$ cat config.mk
export PLATFORM = sky130hd
export DESIGN_NAME = chk_gnot16_flat
export DESIGN_NICKNAME = d
export VERILOG_FILES = /design/src/rtl/chk_gnot16_if.sv /design/src/rtl/chk_gnot16.sv /design/src/flat_wrapper.sv
export SDC_FILE = /design/constraint.sdc
export NUM_CORES = 1
export LEC_CHECK = 0
export ABC_AREA = 0
export BUFFER_PORTS_ARGS = -buffer_cell sky130_fd_sc_hd__buf_2
export CELL_PAD_IN_SITES_DETAIL_PLACEMENT = 1
export CELL_PAD_IN_SITES_GLOBAL_PLACEMENT = 1
export CORE_AREA = 2 2 97 99
export CTS_CLUSTER_DIAMETER = 100
export DETAILED_ROUTE_END_ITERATION = 10
export DIE_AREA = 0 0 99 101
export HOLD_SLACK_MARGIN = 0.06
export PLACE_DENSITY_LB_ADDON = 0.25
export SYNTH_ARGS = -nofsm -noshare
export SYNTH_HDL_FRONTEND = slang
export SYNTH_SLANG_ARGS = --single-unit
$ cat constraint.sdc
create_clock -name clk -period 2.6 [get_ports clk]
set_clock_uncertainty 0.2 [all_clocks]
set_input_delay 0.13 -clock clk [delete_from_list [all_inputs] [get_ports clk]]
set_output_delay 0.13 -clock clk [all_outputs]
set_load 0.005 [all_outputs]
$ cat src/rtl/chk_gnot16_if.sv
// Stimulus/response bundle between a NOT-gate tester and the chk_gnot16 monitor.
// master: side that drives run control and a/y pairs; slave: the monitor.
interface chk_gnot16_if #(
    parameter int unsigned WIDTH = 16,
    parameter int unsigned CNT_W = 8
);
    logic             start;
    logic [CNT_W-1:0] len;
    logic             valid;
    logic [WIDTH-1:0] a;
    logic [WIDTH-1:0] y;
    logic             busy;
    logic             done;
    logic             pass;
    logic [CNT_W-1:0] n_samples;
    logic [CNT_W-1:0] n_errors;
    logic [WIDTH-1:0] bad_a;
    logic [WIDTH-1:0] bad_y;

    modport master (
        output start, len, valid, a, y,
        input  busy, done, pass, n_samples, n_errors, bad_a, bad_y
    );

    modport slave (
        input  start, len, valid, a, y,
        output busy, done, pass, n_samples, n_errors, bad_a, bad_y
    );
endinterface

$ cat src/rtl/chk_gnot16.sv
// Self-checking response monitor for a 16-bit NOT gate: checks y == ~a on
// each valid pair of a run, counts samples/mismatches, captures first failure.
// Optional: define CHK_GNOT16_ABORT_EN to end a run on its first mismatch.
module chk_gnot16 #(
    parameter int unsigned WIDTH = 16,
    parameter int unsigned CNT_W = 8
) (
    input logic           clk,
    input logic           rst,
    chk_gnot16_if.slave   bus
);
    typedef enum logic [1:0] {S_IDLE, S_RUN, S_DONE} state_t;

    state_t           state_q, state_d;
    logic [CNT_W-1:0] len_q, len_d;
    logic [CNT_W-1:0] n_samples_q, n_samples_d;
    logic [CNT_W-1:0] n_errors_q, n_errors_d;
    logic [WIDTH-1:0] bad_a_q, bad_a_d;
    logic [WIDTH-1:0] bad_y_q, bad_y_d;
    logic             busy_q, busy_d;
    logic             done_q, done_d;
    logic             pass_q, pass_d;
    logic             mismatch;

    assign bus.busy      = busy_q;
    assign bus.done      = done_q;
    assign bus.pass      = pass_q;
    assign bus.n_samples = n_samples_q;
    assign bus.n_errors  = n_errors_q;
    assign bus.bad_a     = bad_a_q;
    assign bus.bad_y     = bad_y_q;

    // Next-state: run control, sample counting, mismatch capture; status flags
    // are derived from the next state so they are registered with it.
    always_comb begin
        state_d     = state_q;
        len_d       = len_q;
        n_samples_d = n_samples_q;
        n_errors_d  = n_errors_q;
        bad_a_d     = bad_a_q;
        bad_y_d     = bad_y_q;
        mismatch    = (bus.y != ~bus.a);

        case (state_q)
            S_IDLE, S_DONE: begin
                if (bus.start) begin
                    len_d       = bus.len;
                    n_samples_d = '0;
                    n_errors_d  = '0;
                    bad_a_d     = '0;
                    bad_y_d     = '0;
                    state_d     = (bus.len == '0) ? S_DONE : S_RUN;
                end
            end
            S_RUN: begin
                if (bus.valid) begin
                    n_samples_d = n_samples_q + CNT_W'(1);
                    if (mismatch) begin
                        if (n_errors_q != '1) begin
                            n_errors_d = n_errors_q + CNT_W'(1);
                        end
                        if (n_errors_q == '0) begin
                            bad_a_d = bus.a;
                            bad_y_d = bus.y;
                        end
                    end
                    if (n_samples_d == len_q) begin
                        state_d = S_DONE;
                    end
`ifdef CHK_GNOT16_ABORT_EN
                    if (mismatch && (n_errors_q == '0)) begin
                        state_d = S_DONE;
                    end
`endif
                end
            end
            default: state_d = S_IDLE;
        endcase

        busy_d = (state_d == S_RUN);
        done_d = (state_d == S_DONE);
        pass_d = done_d && (n_errors_d == '0);
    end

    // State and output registers with synchronous reset.
    always_ff @(posedge clk) begin
        if (rst) begin
            state_q     <= S_IDLE;
            len_q       <= '0;
            n_samples_q <= '0;
            n_errors_q  <= '0;
            bad_a_q     <= '0;
            bad_y_q     <= '0;
            busy_q      <= 1'b0;
            done_q      <= 1'b0;
            pass_q      <= 1'b0;
        end else begin
            state_q     <= state_d;
            len_q       <= len_d;
            n_samples_q <= n_samples_d;
            n_errors_q  <= n_errors_d;
            bad_a_q     <= bad_a_d;
            bad_y_q     <= bad_y_d;
            busy_q      <= busy_d;
            done_q      <= done_d;
            pass_q      <= pass_d;
        end
    end
endmodule

$ cat src/flat_wrapper.sv
// flat-port wrapper written by rule: the top's interface ports become plain ports
module chk_gnot16_flat 
#(
    parameter int unsigned WIDTH = 16,
    parameter int unsigned CNT_W = 8
)
  (clk, rst, bus_start, bus_len, bus_valid, bus_a, bus_y, bus_busy, bus_done, bus_pass, bus_n_samples, bus_n_errors, bus_bad_a, bus_bad_y);
  chk_gnot16_if #(.WIDTH(WIDTH), .CNT_W(CNT_W)) bus_i ();
  input logic clk;
  input logic rst;
  input wire logic [$bits(bus_i.start)-1:0] bus_start;
  input wire logic [$bits(bus_i.len)-1:0] bus_len;
  input wire logic [$bits(bus_i.valid)-1:0] bus_valid;
  input wire logic [$bits(bus_i.a)-1:0] bus_a;
  input wire logic [$bits(bus_i.y)-1:0] bus_y;
  output wire logic [$bits(bus_i.busy)-1:0] bus_busy;
  output wire logic [$bits(bus_i.done)-1:0] bus_done;
  output wire logic [$bits(bus_i.pass)-1:0] bus_pass;
  output wire logic [$bits(bus_i.n_samples)-1:0] bus_n_samples;
  output wire logic [$bits(bus_i.n_errors)-1:0] bus_n_errors;
  output wire logic [$bits(bus_i.bad_a)-1:0] bus_bad_a;
  output wire logic [$bits(bus_i.bad_y)-1:0] bus_bad_y;
  assign bus_i.start = bus_start;
  assign bus_i.len = bus_len;
  assign bus_i.valid = bus_valid;
  assign bus_i.a = bus_a;
  assign bus_i.y = bus_y;
  assign bus_busy = bus_i.busy;
  assign bus_done = bus_i.done;
  assign bus_pass = bus_i.pass;
  assign bus_n_samples = bus_i.n_samples;
  assign bus_n_errors = bus_i.n_errors;
  assign bus_bad_a = bus_i.bad_a;
  assign bus_bad_y = bus_i.bad_y;
  chk_gnot16 #(.WIDTH(WIDTH), .CNT_W(CNT_W)) u_core (.clk(clk), .rst(rst), .bus(bus_i));
endmodule
==> run_summary.xml, run 1 <==
<?xml version="1.0" encoding="UTF-8"?>
<metrics>
  <group name="clock_tree">
    <metric name="clkLatencyLatePin" unit="ns">0.34</metric>
    <metric name="cts_max_path_buffers" unit="">2</metric>
    <metric name="cts.clk_slew.worst_paths" unit="ns">0.07</metric>
    <metric name="tritoncts_clock_tree" unit="">done</metric>
    <metric name="tritoncts.num_buffers" unit="">9</metric>
    <metric name="cts_sinks" unit="">61</metric>
    <metric name="htree_num_levels" unit="">3</metric>
    <metric name="clock_root_buffer" unit="">sky130_fd_sc_hd__clkbuf_8</metric>
  </group>
  <group name="critical_path">
    <metric name="cp_slowest_cell" unit="">sky130_fd_sc_hd__dlygate4sd3_1</metric>
    <metric name="worst_ep_arrival_time" unit="ns">2.49</metric>
    <metric name="critPathTopFamily" unit="">simple AND/OR/NAND/NOR gates</metric>
    <metric name="critical_path.reg2reg.startpoint" unit="">u_core.bus.n_samples[0]</metric>
    <metric name="timing.rr.end" unit="">u_core.bus.pass</metric>
    <metric name="critical-path-max-stage-delay" unit="ns">0.53</metric>
    <metric name="worst_ep_required_time" unit="ns">2.63</metric>
    <metric name="path_cells" unit="">dlygate4sd3_1 -&gt; buf_2 -&gt; xor2_1 -&gt; nand4_1 -&gt; nor4_4 -&gt; nand2b_1 -&gt; buf_4 -&gt; o211ai_1 -&gt; and4_1 -&gt; and4bb_1</metric>
    <metric name="crit_path_start_kind" unit="">primary input</metric>
    <metric name="critical_path.max_fanout" unit="">7</metric>
    <metric name="reg2reg_slack" unit="ns">0.18</metric>
    <metric name="timing.critical_path.buf_inv" unit="">3</metric>
    <metric name="criticalPathCategory" unit="">primary input to flop</metric>
    <metric name="reg2regPathDepth" unit="">8</metric>
    <metric name="worstSetupEndpointType" unit="">flop</metric>
  </group>
  <group name="yosys">
    <metric name="synth.yosys.warnings" unit="">0</metric>
    <metric name="synth_top_cells_by_area" unit="">sky130_fd_sc_hd__dfxtp_1, sky130_fd_sc_hd__nand3_2, sky130_fd_sc_hd__a21oi_2</metric>
    <metric name="mappedNetlistNets" unit="">421</metric>
    <metric name="netlist_instances" unit="">374</metric>
    <metric name="synth_register_bits" unit="">61</metric>
    <metric name="postSynth.asyncResetShare" unit="%">0</metric>
    <metric name="post_synth_edffs" unit="">0</metric>
    <metric name="synth_top_cells_by_count" unit="">sky130_fd_sc_hd__nand2_1, sky130_fd_sc_hd__dfxtp_1, sky130_fd_sc_hd__a21oi_2, sky130_fd_sc_hd__nand3_2, sky130_fd_sc_hd__nor2_1</metric>
    <metric name="synth-seq-area-share" unit="%">37.12</metric>
    <metric name="synthDistinctLibCells" unit="">55</metric>
    <metric name="ys.flop_type" unit="">sky130_fd_sc_hd__dfxtp_1</metric>
    <metric name="yosysMostFrequentCell" unit="">sky130_fd_sc_hd__nand2_1</metric>
    <metric name="post_synth.cell_area_avg" unit="µm²">8.795</metric>
    <metric name="post-synth-top-area-cell" unit="">sky130_fd_sc_hd__dfxtp_1</metric>
    <metric name="synthDominantCellAreaShare" unit="%">37.12</metric>
    <metric name="syn-cell-area" unit="µm²">3289</metric>
  </group>
  <group name="detailed_routing">
    <metric name="route.detailed.vias_per_inst" unit="">5.258</metric>
    <metric name="drt_pre_antenna_iters" unit="">4</metric>
    <metric name="wirelength" unit="µm">10980</metric>
    <metric name="detailroute.via_count" unit="">3297</metric>
    <metric name="drt-initial-drc-count" unit="">91</metric>
    <metric name="met3RoutedLength" unit="µm">432</metric>
    <metric name="top_layer" unit="">met4</metric>
    <metric name="met1Wirelength" unit="µm">4497</metric>
    <metric name="route.detailed.drc" unit="">0</metric>
    <metric name="detail_route_antenna_nets" unit="">0</metric>
    <metric name="met2_length" unit="µm">5877</metric>
    <metric name="avgRoutedWirePerCell" unit="µm">17.51</metric>
  </group>
  <group name="worst_hold_path">
    <metric name="hold_path_class" unit="">primary input to flop</metric>
    <metric name="min_to" unit="">u_core.bus.done</metric>
    <metric name="hold_path.startpoint" unit="">bus_valid</metric>
    <metric name="min_delay_path_depth" unit="">4</metric>
  </group>
  <group name="final_layout">
    <metric name="num-fill-cells" unit="">1056</metric>
    <metric name="final_cell_count_no_fill" unit="">627</metric>
    <metric name="finalInstanceArea" unit="µm²">4482</metric>
    <metric name="final_layout_size_suffix_gt1_share" unit="%">38.76</metric>
    <metric name="nets" unit="">558</metric>
    <metric name="antenna_diode_count" unit="">0</metric>
    <metric name="synthToLayoutAreaGrowth" unit="%">36.25</metric>
  </group>
  <group name="global_route">
    <metric name="global_route_wire_length_before_repair" unit="µm">17520</metric>
    <metric name="antenna_found_initial" unit="">0</metric>
    <metric name="gr-total-overflow" unit="">0</metric>
    <metric name="maximum_number_of_pins_on_one_net_before_global_route_repair" unit="">39</metric>
    <metric name="grt_pass1_vias" unit="">3500</metric>
    <metric name="grt_util_all_layers" unit="%">21.96</metric>
  </group>
  <group name="timing">
    <metric name="timing.fmax" unit="GHz">0.4073</metric>
    <metric name="final_period_minus_worst_setup_slack" unit="ns">2.455</metric>
    <metric name="timing.slew.headroom" unit="%">46.26</metric>
    <metric name="timing_hold_violations_final" unit="">0</metric>
    <metric name="drv_slew" unit="">0</metric>
    <metric name="total_setup_violations_reported_at_the_end_of_the_flow" unit="">0</metric>
    <metric name="post-route-period-util" unit="%">94.43</metric>
    <metric name="grt_setup_unrepaired" unit="">no</metric>
    <metric name="finalSetupTns" unit="ns">0</metric>
    <metric name="worst_pin_slew" unit="ns">0.8045</metric>
  </group>
  <group name="floorplanning">
    <metric name="core" unit="µm²">8977</metric>
    <metric name="floorplan.die_area" unit="µm²">9999</metric>
    <metric name="row_count" unit="">35</metric>
    <metric name="die_h" unit="µm">101</metric>
    <metric name="io_pins" unit="">95</metric>
    <metric name="die_width" unit="µm">99</metric>
    <metric name="start_util" unit="%">36.64</metric>
  </group>
  <group name="placement">
    <metric name="numPlacedInstances" unit="">568</metric>
    <metric name="globalplace.congestion" unit="">0.8689</metric>
    <metric name="dp_hpwl" unit="µm">7159</metric>
    <metric name="io_buffer_count" unit="">94</metric>
    <metric name="placedInstanceArea" unit="µm²">3846</metric>
  </group>
  <group name="power_and_ir_drop">
    <metric name="power_density" unit="nW/µm²">494.3</metric>
    <metric name="cellLeakagePower" unit="µW">0.001786</metric>
    <metric name="power" unit="µW">2215</metric>
    <metric name="ir_drop" unit="V">0.0002363</metric>
  </group>
  <group name="job">
    <metric name="maxCapViolCount" unit="">0</metric>
  </group>
  <group name="status">
    <metric name="run_status" unit="">finished, final reports clean</metric>
  </group>
</metrics>
## per-stage QoR
step | setup WS (ns) | utilization [%] | hold WS [ns]
after floorplan | 0.2801 | - | 0.06597
after global placement | 0.2263 | 42.84 | 0.1879
after detailed placement | 0.1566 | 42.84 | 0.1941
after CTS | 0.05394 | 49.74 | 0.09432
after global routing | 0.02583 | 49.92 | 0.1043
final | 0.1448 | 49.92 | 0.1141
## metal layers
metal	GRT usage, %	up-vias
met5	0	-
met4	7.271	0
met3	5.548	14
met2	40.12	79
met1	24.93	1618
li1	-	1586
## flip-flops by register name (all words and copies together), names as in the netlist
register,flops
u_core.bus.busy,1
u_core.len_q,8
u_core.bus.done,1
u_core.bus.bad_y,16
u_core.state_q,2
u_core.bus.bad_a,16
u_core.bus.n_samples,8
u_core.bus.pass,1
u_core.bus.n_errors,8
## worst max path at each step
| stage | start | cells after the start | to |
|---|---|---|---|
| 3_3_place_gp | bus_a[15] | 9 | u_core.bus.pass |
| 2_1_floorplan | u_core.bus.n_samples[0] | 8 | u_core.bus.pass |
| 6_report | bus_y[9] | 10 | u_core.bus.pass |
| 4_1_cts | bus_y[2] | 10 | u_core.bus.pass |
| 3_5_place_dp | bus_a[15] | 9 | u_core.bus.pass |
| 5_1_grt | u_core.bus.n_samples[0] | 8 | u_core.bus.pass |
## cell usage in the layout (no fill, tap or decap), drive strengths merged, types with 3 or more instances in the layout
| master | count |
|---|---|
| buf | 110 |
| nand2 | 64 |
| dfxtp | 61 |
| a21oi | 51 |
| dlygate4sd3 | 42 |
| nand3 | 40 |
| nor2 | 24 |
| xor2 | 20 |
| nor3 | 12 |
| clkbuf | 9 |
| nand4 | 8 |
| o21ai | 7 |
| nor4 | 7 |
| inv | 6 |
| and3 | 4 |
| xnor2 | 3 |
| a31oi | 3 |
| a311oi | 3 |
| nand3b | 3 |
| mux2 | 3 |
| ha | 3 |
| clkinvlp | 3 |
| a31o | 3 |
## kinds of logic (layout without fill, tap and decap cells)
family                     after synthesis  count (layout)  share of synthesized area (%)
buffers and inverters                   31             173                          6.238
muxes                                    5               5                          1.636
adders and majority gates                3               3                          1.141
DFF                                     61              61                          37.12
and+or+nand+nor                        175             175                          30.89
xor gates and xnor gates                23              23                          6.124
AOI/OAI and AO/OA                       76              76                          16.85
## worst reg2reg max path: stages, from the launching register on
cell	delay [ns]
sky130_fd_sc_hd__dfxtp_1	0.32
sky130_fd_sc_hd__ha_1	0.26
sky130_fd_sc_hd__and3_1	0.25
sky130_fd_sc_hd__a22oi_1	0.24
sky130_fd_sc_hd__o2111ai_2	0.19
sky130_fd_sc_hd__nor4_4	0.34
sky130_fd_sc_hd__a31o_2	0.21
sky130_fd_sc_hd__and4_1	0.16
sky130_fd_sc_hd__and4bb_1	0.18
## cell type report
| cell class | count | area, µm² | area share [%] |
|---|---|---|---|
| inverters | 5 | 18.77 | 0.4188 |
| repair buffers | 152 | 1023 | 22.84 |
| clock buffers | 9 | 123.9 | 2.764 |
| clock inverters | 7 | 75.07 | 1.675 |
| multi-input cells | 282 | 1881 | 41.96 |
| well taps | 111 | 138.9 | 3.099 |
| flip-flops and latches | 61 | 1221 | 27.25 |
## timing repair
action | 4_1_cts | 5_1_grt
hold buffers | 42 | 0
endpoints found under the setup margin | 0 | 34
resized for setup | 0 | 1
hold endpoints to repair | 51 | 0
buffers inserted | 0 | 1
## power by group
part / switching [µW] / total [µW] / leakage (µW) / internal, µW
combinational: 201 / 353 / 0.00120 / 152
clock: 428 / 873 / 0.0000918 / 446
sequential: 25.7 / 989 / 0.000495 / 964
No activity file was read; power rests on OpenSTA's default activity.
==> run 2, diff against run 1 <==
--- a/config.mk
+++ b/config.mk
@@ -9,10 +9,10 @@
 export BUFFER_PORTS_ARGS = -buffer_cell sky130_fd_sc_hd__buf_2
 export CELL_PAD_IN_SITES_DETAIL_PLACEMENT = 1
 export CELL_PAD_IN_SITES_GLOBAL_PLACEMENT = 1
-export CORE_AREA = 2 2 97 99
+export CORE_AREA = 2 2 100 102
 export CTS_CLUSTER_DIAMETER = 100
 export DETAILED_ROUTE_END_ITERATION = 10
-export DIE_AREA = 0 0 99 101
+export DIE_AREA = 0 0 102 104
 export HOLD_SLACK_MARGIN = 0.06
 export PLACE_DENSITY_LB_ADDON = 0.25
 export SYNTH_ARGS = -nofsm -noshare
==> constraint.sdc (replaced) <==
create_clock -name clk -period 2 [get_ports clk]
set_clock_uncertainty 0.2 [all_clocks]
set_input_delay 0.1 -clock clk [delete_from_list [all_inputs] [get_ports clk]]
set_output_delay 0.1 -clock clk [all_outputs]
set_load 0.005 [all_outputs]
==> run_summary.xml, run 2 (synthesis gave the netlist of run 1 again) <==
<?xml version="1.0" encoding="UTF-8"?>
<metrics>
  <group name="floorplanning">
    <metric name="die_width" unit="µm">102</metric>
    <metric name="row_count" unit="">36</metric>
    <metric name="io_pins" unit="">95</metric>
    <metric name="core" unit="µm²">9549</metric>
    <metric name="floorplan.die_area" unit="µm²">10610</metric>
    <metric name="start_util" unit="%">34.45</metric>
    <metric name="die_h" unit="µm">104</metric>
  </group>
  <group name="job">
    <metric name="maxCapViolCount" unit="">0</metric>
  </group>
  <group name="critical_path">
    <metric name="critical_path.reg2reg.startpoint" unit="">u_core.bus.n_samples[1]</metric>
    <metric name="critical_path.max_fanout" unit="">4</metric>
    <metric name="criticalPathCategory" unit="">flop to flop</metric>
    <metric name="worstSetupEndpointType" unit="">flop</metric>
    <metric name="worst_ep_arrival_time" unit="ns">2.19</metric>
    <metric name="worst_ep_required_time" unit="ns">2.03</metric>
    <metric name="crit_path_start_kind" unit="">flop</metric>
    <metric name="worstSetupStartpoint" unit="">u_core.bus.n_samples[1]</metric>
  </group>
  <group name="detailed_routing">
    <metric name="detailroute.via_count" unit="">3490</metric>
    <metric name="wirelength" unit="µm">12380</metric>
    <metric name="drt-initial-drc-count" unit="">71</metric>
    <metric name="route.detailed.drc" unit="">0</metric>
    <metric name="drt_pre_antenna_iters" unit="">4</metric>
    <metric name="route.detailed.vias_per_inst" unit="">5.058</metric>
    <metric name="detail_route_antenna_nets" unit="">0</metric>
    <metric name="avgRoutedWirePerCell" unit="µm">17.95</metric>
  </group>
  <group name="global_route">
    <metric name="grt_util_all_layers" unit="%">22.55</metric>
    <metric name="grt_pass1_vias" unit="">3704</metric>
    <metric name="gr-total-overflow" unit="">0</metric>
    <metric name="use_met2" unit="%">38.16</metric>
    <metric name="global_route.usage.met1" unit="%">26.31</metric>
    <metric name="grt-busiest-layer" unit="">met2</metric>
    <metric name="use_met3" unit="%">6.989</metric>
    <metric name="maximum_number_of_pins_on_one_net_before_global_route_repair" unit="">49</metric>
    <metric name="antenna_found_initial" unit="">0</metric>
    <metric name="global_route_wire_length_before_repair" unit="µm">18830</metric>
  </group>
  <group name="power_and_ir_drop">
    <metric name="cellLeakagePower" unit="µW">0.002069</metric>
    <metric name="ir_drop" unit="V">0.0003746</metric>
    <metric name="power_density" unit="nW/µm²">573.3</metric>
  </group>
  <group name="clock_tree">
    <metric name="cts_sinks" unit="">61</metric>
    <metric name="tritoncts_clock_tree" unit="">done</metric>
    <metric name="cts_max_path_buffers" unit="">2</metric>
    <metric name="clkLatencyLatePin" unit="ns">0.35</metric>
    <metric name="clock_root_buffer" unit="">sky130_fd_sc_hd__clkbuf_8</metric>
    <metric name="htree_num_levels" unit="">3</metric>
    <metric name="tritoncts.num_buffers" unit="">9</metric>
    <metric name="cts.clk_slew.worst_paths" unit="ns">0.07</metric>
  </group>
  <group name="final_layout">
    <metric name="nets" unit="">600</metric>
    <metric name="final_layout_size_suffix_gt1_share" unit="%">48.11</metric>
    <metric name="final_cell_count_no_fill" unit="">690</metric>
    <metric name="finalInstanceArea" unit="µm²">5226</metric>
    <metric name="mostFrequentLayoutCells" unit="">sky130_fd_sc_hd__buf_2, sky130_fd_sc_hd__nand2_1, sky130_fd_sc_hd__dfxtp_1</metric>
    <metric name="final_util" unit="%">54.73</metric>
    <metric name="layout_commonest_cell" unit="">sky130_fd_sc_hd__buf_2</metric>
    <metric name="num-fill-cells" unit="">1154</metric>
    <metric name="synthToLayoutAreaGrowth" unit="%">58.88</metric>
    <metric name="antenna_diode_count" unit="">0</metric>
  </group>
  <group name="placement">
    <metric name="placedInstanceArea" unit="µm²">4262</metric>
    <metric name="io_buffer_count" unit="">94</metric>
    <metric name="numPlacedInstances" unit="">629</metric>
    <metric name="globalplace.congestion" unit="">0.8290</metric>
    <metric name="dp_hpwl" unit="µm">8019</metric>
  </group>
  <group name="timing">
    <metric name="timing.slew.headroom" unit="%">50.65</metric>
    <metric name="timing.hold.ws" unit="ns">0.09957</metric>
    <metric name="total_setup_violations_reported_at_the_end_of_the_flow" unit="">4</metric>
    <metric name="timing_hold_violations_final" unit="">0</metric>
    <metric name="drv_slew" unit="">0</metric>
    <metric name="timing.fmax" unit="GHz">0.4635</metric>
    <metric name="worst_pin_slew" unit="ns">0.7402</metric>
    <metric name="grt_setup_unrepaired" unit="">yes</metric>
    <metric name="final_period_minus_worst_setup_slack" unit="ns">2.157</metric>
    <metric name="minimum_setup_slack_in_the_final_design" unit="ns">-0.1574</metric>
    <metric name="post-route-period-util" unit="%">107.9</metric>
  </group>
  <group name="worst_hold_path">
    <metric name="hold_path_class" unit="">primary input to flop</metric>
    <metric name="hold_path.startpoint" unit="">bus_start</metric>
  </group>
  <group name="status">
    <metric name="violations" unit="">setup timing</metric>
    <metric name="run_status" unit="">complete, but fails checks</metric>
  </group>
</metrics>
==> run 2: power breakdown <==
part / leakage (µW) / switching (µW) / internal (µW)
sequential: 0.000500 / 41.3 / 1250
clock: 0.0000968 / 499 / 640
combinational: 0.00147 / 308 / 258
==> run 2: critical path: stages (launching register included) <==
cell                       delay [ns]
sky130_fd_sc_hd__dfxtp_4         0.37
sky130_fd_sc_hd__ha_4            0.17
sky130_fd_sc_hd__or2_4           0.24
sky130_fd_sc_hd__a311oi_2        0.36
sky130_fd_sc_hd__nor4_4          0.10
sky130_fd_sc_hd__a31o_2          0.26
sky130_fd_sc_hd__and4_1          0.14
sky130_fd_sc_hd__and4bb_1        0.20
==> run 2: routing by layer <==
layer	vias to the layer above	share of wire, %
met5	-	0
met4	0	1.7
met3	21	5.5
met2	79	53
met1	1708	40
li1	1682	-
==> run 2: area by class of cell <==
class,count,area [µm²],area share (%)
repair buffers,194,1426,27.29
inverters,5,18.77,0.3591
flip-flops and latches,61,1239,23.70
clock buffers,14,162.7,3.112
well taps,133,166.4,3.184
clock inverters,1,30.03,0.5746
multi-input cells,282,2183,41.78
==> run 2: through the flow <==
step / TNS [ns] / power (µW) / setup slack, ns
6_report: -0.4186 / 2996 / -0.1574
5_1_grt: -1.801 / 3129 / -0.2740
4_1_cts: -0.4594 / 2931 / -0.1602
3_5_place_dp: -3.323 / 1746 / -0.1843
3_3_place_gp: -0.9789 / 1735 / -0.09665
2_1_floorplan: -0.05323 / 1559 / -0.05323
==> run 2: path summary, 6_finish.rpt <==
path,endpoint,slack (ns),depth (start not counted)
worst min register to register,u_core.bus.bad_a[5],0.27,2
worst min-delay path,u_core.bus.n_errors[1],0.1,3
worst max register to register,u_core.bus.pass,-0.16,7
worst max-delay path,u_core.bus.pass,-0.16,7
==> run 2: repair_timing <==
action	4_1_cts	5_1_grt
gates cloned	0	3
setup endpoints to repair	3	38
endpoints found under the hold margin	42	0
buffers inserted	1	1
hold buffers	41	0
resized for setup	3	46
pin swaps	1	46
==> run 3, diff against run 2 <==
--- a/config.mk
+++ b/config.mk
@@ -7,12 +7,13 @@
 export LEC_CHECK = 0
 export ABC_AREA = 0
 export BUFFER_PORTS_ARGS = -buffer_cell sky130_fd_sc_hd__buf_2
+export CAP_MARGIN = 20
 export CELL_PAD_IN_SITES_DETAIL_PLACEMENT = 1
 export CELL_PAD_IN_SITES_GLOBAL_PLACEMENT = 1
-export CORE_AREA = 2 2 100 102
+export CORE_AREA = 2 2 93 95
 export CTS_CLUSTER_DIAMETER = 100
 export DETAILED_ROUTE_END_ITERATION = 10
-export DIE_AREA = 0 0 102 104
+export DIE_AREA = 0 0 95 97
 export HOLD_SLACK_MARGIN = 0.06
 export PLACE_DENSITY_LB_ADDON = 0.25
 export SYNTH_ARGS = -nofsm -noshare
==> constraint.sdc (replaced) <==
create_clock -name clk -period 2.8 [get_ports clk]
set_clock_uncertainty 0.2 [all_clocks]
set_input_delay 0.14 -clock clk [delete_from_list [all_inputs] [get_ports clk]]
set_output_delay 0.14 -clock clk [all_outputs]
set_load 0.005 [all_outputs]
==> run_summary.xml, run 3 (synthesis gave the netlist of run 1 again) <==
<?xml version="1.0" encoding="UTF-8"?>
<metrics>
  <group name="status">
    <metric name="run_status" unit="">finished, final reports clean</metric>
  </group>
  <group name="clock_tree">
    <metric name="cts_post_setup_buffers_inserted" unit="">0</metric>
    <metric name="tritoncts.num_buffers" unit="">9</metric>
    <metric name="tritoncts_clock_tree" unit="">done</metric>
    <metric name="cts_max_path_buffers" unit="">2</metric>
    <metric name="cts.clk_slew.worst_paths" unit="ns">0.08</metric>
    <metric name="clock_root_buffer" unit="">sky130_fd_sc_hd__clkbuf_8</metric>
    <metric name="clkLatencyLatePin" unit="ns">0.34</metric>
    <metric name="cts_sinks" unit="">61</metric>
    <metric name="htree_num_levels" unit="">3</metric>
  </group>
  <group name="global_route">
    <metric name="maximum_number_of_pins_on_one_net_before_global_route_repair" unit="">41</metric>
    <metric name="gr-total-overflow" unit="">0</metric>
    <metric name="global_route_wire_length_before_repair" unit="µm">18020</metric>
    <metric name="grt_pass1_vias" unit="">3516</metric>
    <metric name="grt_util_all_layers" unit="%">25.13</metric>
    <metric name="antenna_found_initial" unit="">0</metric>
  </group>
  <group name="timing">
    <metric name="total_setup_violations_reported_at_the_end_of_the_flow" unit="">0</metric>
    <metric name="timing_hold_violations_final" unit="">0</metric>
    <metric name="worst_pin_slew" unit="ns">0.7848</metric>
    <metric name="post-route-period-util" unit="%">96.13</metric>
    <metric name="drv_slew" unit="">0</metric>
    <metric name="timing.slew.headroom" unit="%">47.57</metric>
    <metric name="grt_setup_unrepaired" unit="">no</metric>
    <metric name="timing.fmax" unit="GHz">0.3715</metric>
    <metric name="finalSetupTns" unit="ns">0</metric>
    <metric name="final_period_minus_worst_setup_slack" unit="ns">2.692</metric>
  </group>
  <group name="floorplanning">
    <metric name="start_util" unit="%">40.44</metric>
    <metric name="io_pins" unit="">95</metric>
    <metric name="die_h" unit="µm">97</metric>
    <metric name="die_width" unit="µm">95</metric>
    <metric name="core" unit="µm²">8134</metric>
    <metric name="floorplan.die_area" unit="µm²">9215</metric>
    <metric name="row_count" unit="">33</metric>
  </group>
  <group name="critical_path">
    <metric name="worstSetupEndpointType" unit="">flop</metric>
    <metric name="worst_ep_arrival_time" unit="ns">2.75</metric>
    <metric name="crit_path_start_kind" unit="">primary input</metric>
    <metric name="reg2reg_slack" unit="ns">0.30</metric>
    <metric name="critical_path.max_fanout" unit="">32</metric>
    <metric name="worst_ep_required_time" unit="ns">2.86</metric>
    <metric name="criticalPathCategory" unit="">primary input to flop</metric>
  </group>
  <group name="power_and_ir_drop">
    <metric name="power" unit="µW">2025</metric>
    <metric name="cellLeakagePower" unit="µW">0.001745</metric>
    <metric name="power_density" unit="nW/µm²">460.7</metric>
    <metric name="ir_drop" unit="V">0.0002523</metric>
  </group>
  <group name="final_layout">
    <metric name="layout_commonest_cell" unit="">sky130_fd_sc_hd__buf_2</metric>
    <metric name="final_cell_count_no_fill" unit="">612</metric>
    <metric name="num-fill-cells" unit="">982</metric>
    <metric name="seqCellArea" unit="µm²">1221</metric>
    <metric name="multiInputGateArea" unit="µm²">1883</metric>
    <metric name="synthToLayoutAreaGrowth" unit="%">33.63</metric>
    <metric name="final_layout_size_suffix_gt1_share" unit="%">37.87</metric>
    <metric name="nets" unit="">550</metric>
    <metric name="mostFrequentLayoutCells" unit="">sky130_fd_sc_hd__buf_2, sky130_fd_sc_hd__nand2_1, sky130_fd_sc_hd__dfxtp_1</metric>
    <metric name="antenna_diode_count" unit="">0</metric>
  </group>
  <group name="detailed_routing">
    <metric name="drt-initial-drc-count" unit="">104</metric>
    <metric name="route.detailed.vias_per_inst" unit="">5.368</metric>
    <metric name="avgRoutedWirePerCell" unit="µm">18.16</metric>
    <metric name="detail_route_antenna_nets" unit="">0</metric>
    <metric name="route.detailed.drc" unit="">0</metric>
    <metric name="wirelength" unit="µm">11110</metric>
    <metric name="drt_pre_antenna_iters" unit="">4</metric>
    <metric name="detailroute.via_count" unit="">3285</metric>
  </group>
  <group name="placement">
    <metric name="dp_hpwl" unit="µm">7138</metric>
    <metric name="io_buffer_count" unit="">94</metric>
    <metric name="numPlacedInstances" unit="">556</metric>
    <metric name="globalplace.congestion" unit="">0.8837</metric>
  </group>
  <group name="job">
    <metric name="maxCapViolCount" unit="">0</metric>
  </group>
  <group name="worst_hold_path">
    <metric name="hold_path_class" unit="">primary input to flop</metric>
  </group>
</metrics>
[run 3: path summary, 6_finish.rpt]
| path | startpoint | endpoint | depth (start not counted) |
|---|---|---|---|
| setup / recovery | bus_a[10] | u_core.bus.bad_y[2] | 10 |
| hold / removal | bus_valid | u_core.bus.done | 4 |
| setup reg to reg | u_core.bus.n_samples[0] | u_core.bus.pass | 8 |
| hold reg to reg | u_core.bus.bad_y[4] | u_core.bus.bad_y[4] | 2 |
[run 3: stage by stage]
| step | setup slack, ns | area (µm²) | hold slack (ns) | utilization [%] |
|---|---|---|---|---|
| floorplan | 0.4801 | 3289 | 0.07597 | - |
| global placement | 0.3510 | 3794 | 0.2007 | 46.64 |
| detailed placement | 0.2522 | 3794 | 0.2049 | 46.64 |
| CTS | 0.02209 | 4384 | 0.1170 | 53.90 |
| global route | 0.01606 | 4395 | 0.1304 | 54.04 |
| finish | 0.1083 | 4395 | 0.1206 | 54.04 |
[run 3: final cells by class]
type | instances | area share [%]
Sequential cell | 61 | 27.78
Timing Repair Buffer | 144 | 21.86
Tap cell | 105 | 2.989
Multi-Input combinational cell | 282 | 42.84
Clock buffer | 10 | 2.903
Inverter | 5 | 0.4270
Clock inverter | 5 | 1.196
[run 3: where the power goes]
part | internal, µW | switching (µW) | total (µW)
Sequential | 895 | 24.5 | 919
Clock | 402 | 377 | 780
Combinational | 139 | 187 | 326
Total | 1440 | 589 | 2020
[run 3: critical path, stage by stage]
cell and delay (ns):
sky130_fd_sc_hd__dlygate4sd3_1 0.53, sky130_fd_sc_hd__buf_2 0.14, sky130_fd_sc_hd__xor2_1 0.17, sky130_fd_sc_hd__nand4_1 0.22, sky130_fd_sc_hd__nor4_4 0.44, sky130_fd_sc_hd__nand2b_2 0.32
sky130_fd_sc_hd__or3_4 0.18, sky130_fd_sc_hd__buf_12 0.23, sky130_fd_sc_hd__nand3_2 0.12, sky130_fd_sc_hd__a21oi_2 0.24
[run 3: timing repair]
item / 4_1_cts / 5_1_grt
hold buffers: 41 / 0
endpoints found under the hold margin: 54 / 0
setup endpoints to repair: 0 / 33
gates resized for setup: 0 / 2
[run 3: per-layer routing]
metal  track usage, %  part of all wire, %  up-vias
met5                0                    0        -
met4            11.59                  4.1        0
met3            5.140                  3.3       32
met2            42.99                   51       78
met1            29.65                   42     1595
li1                 -                    -     1580
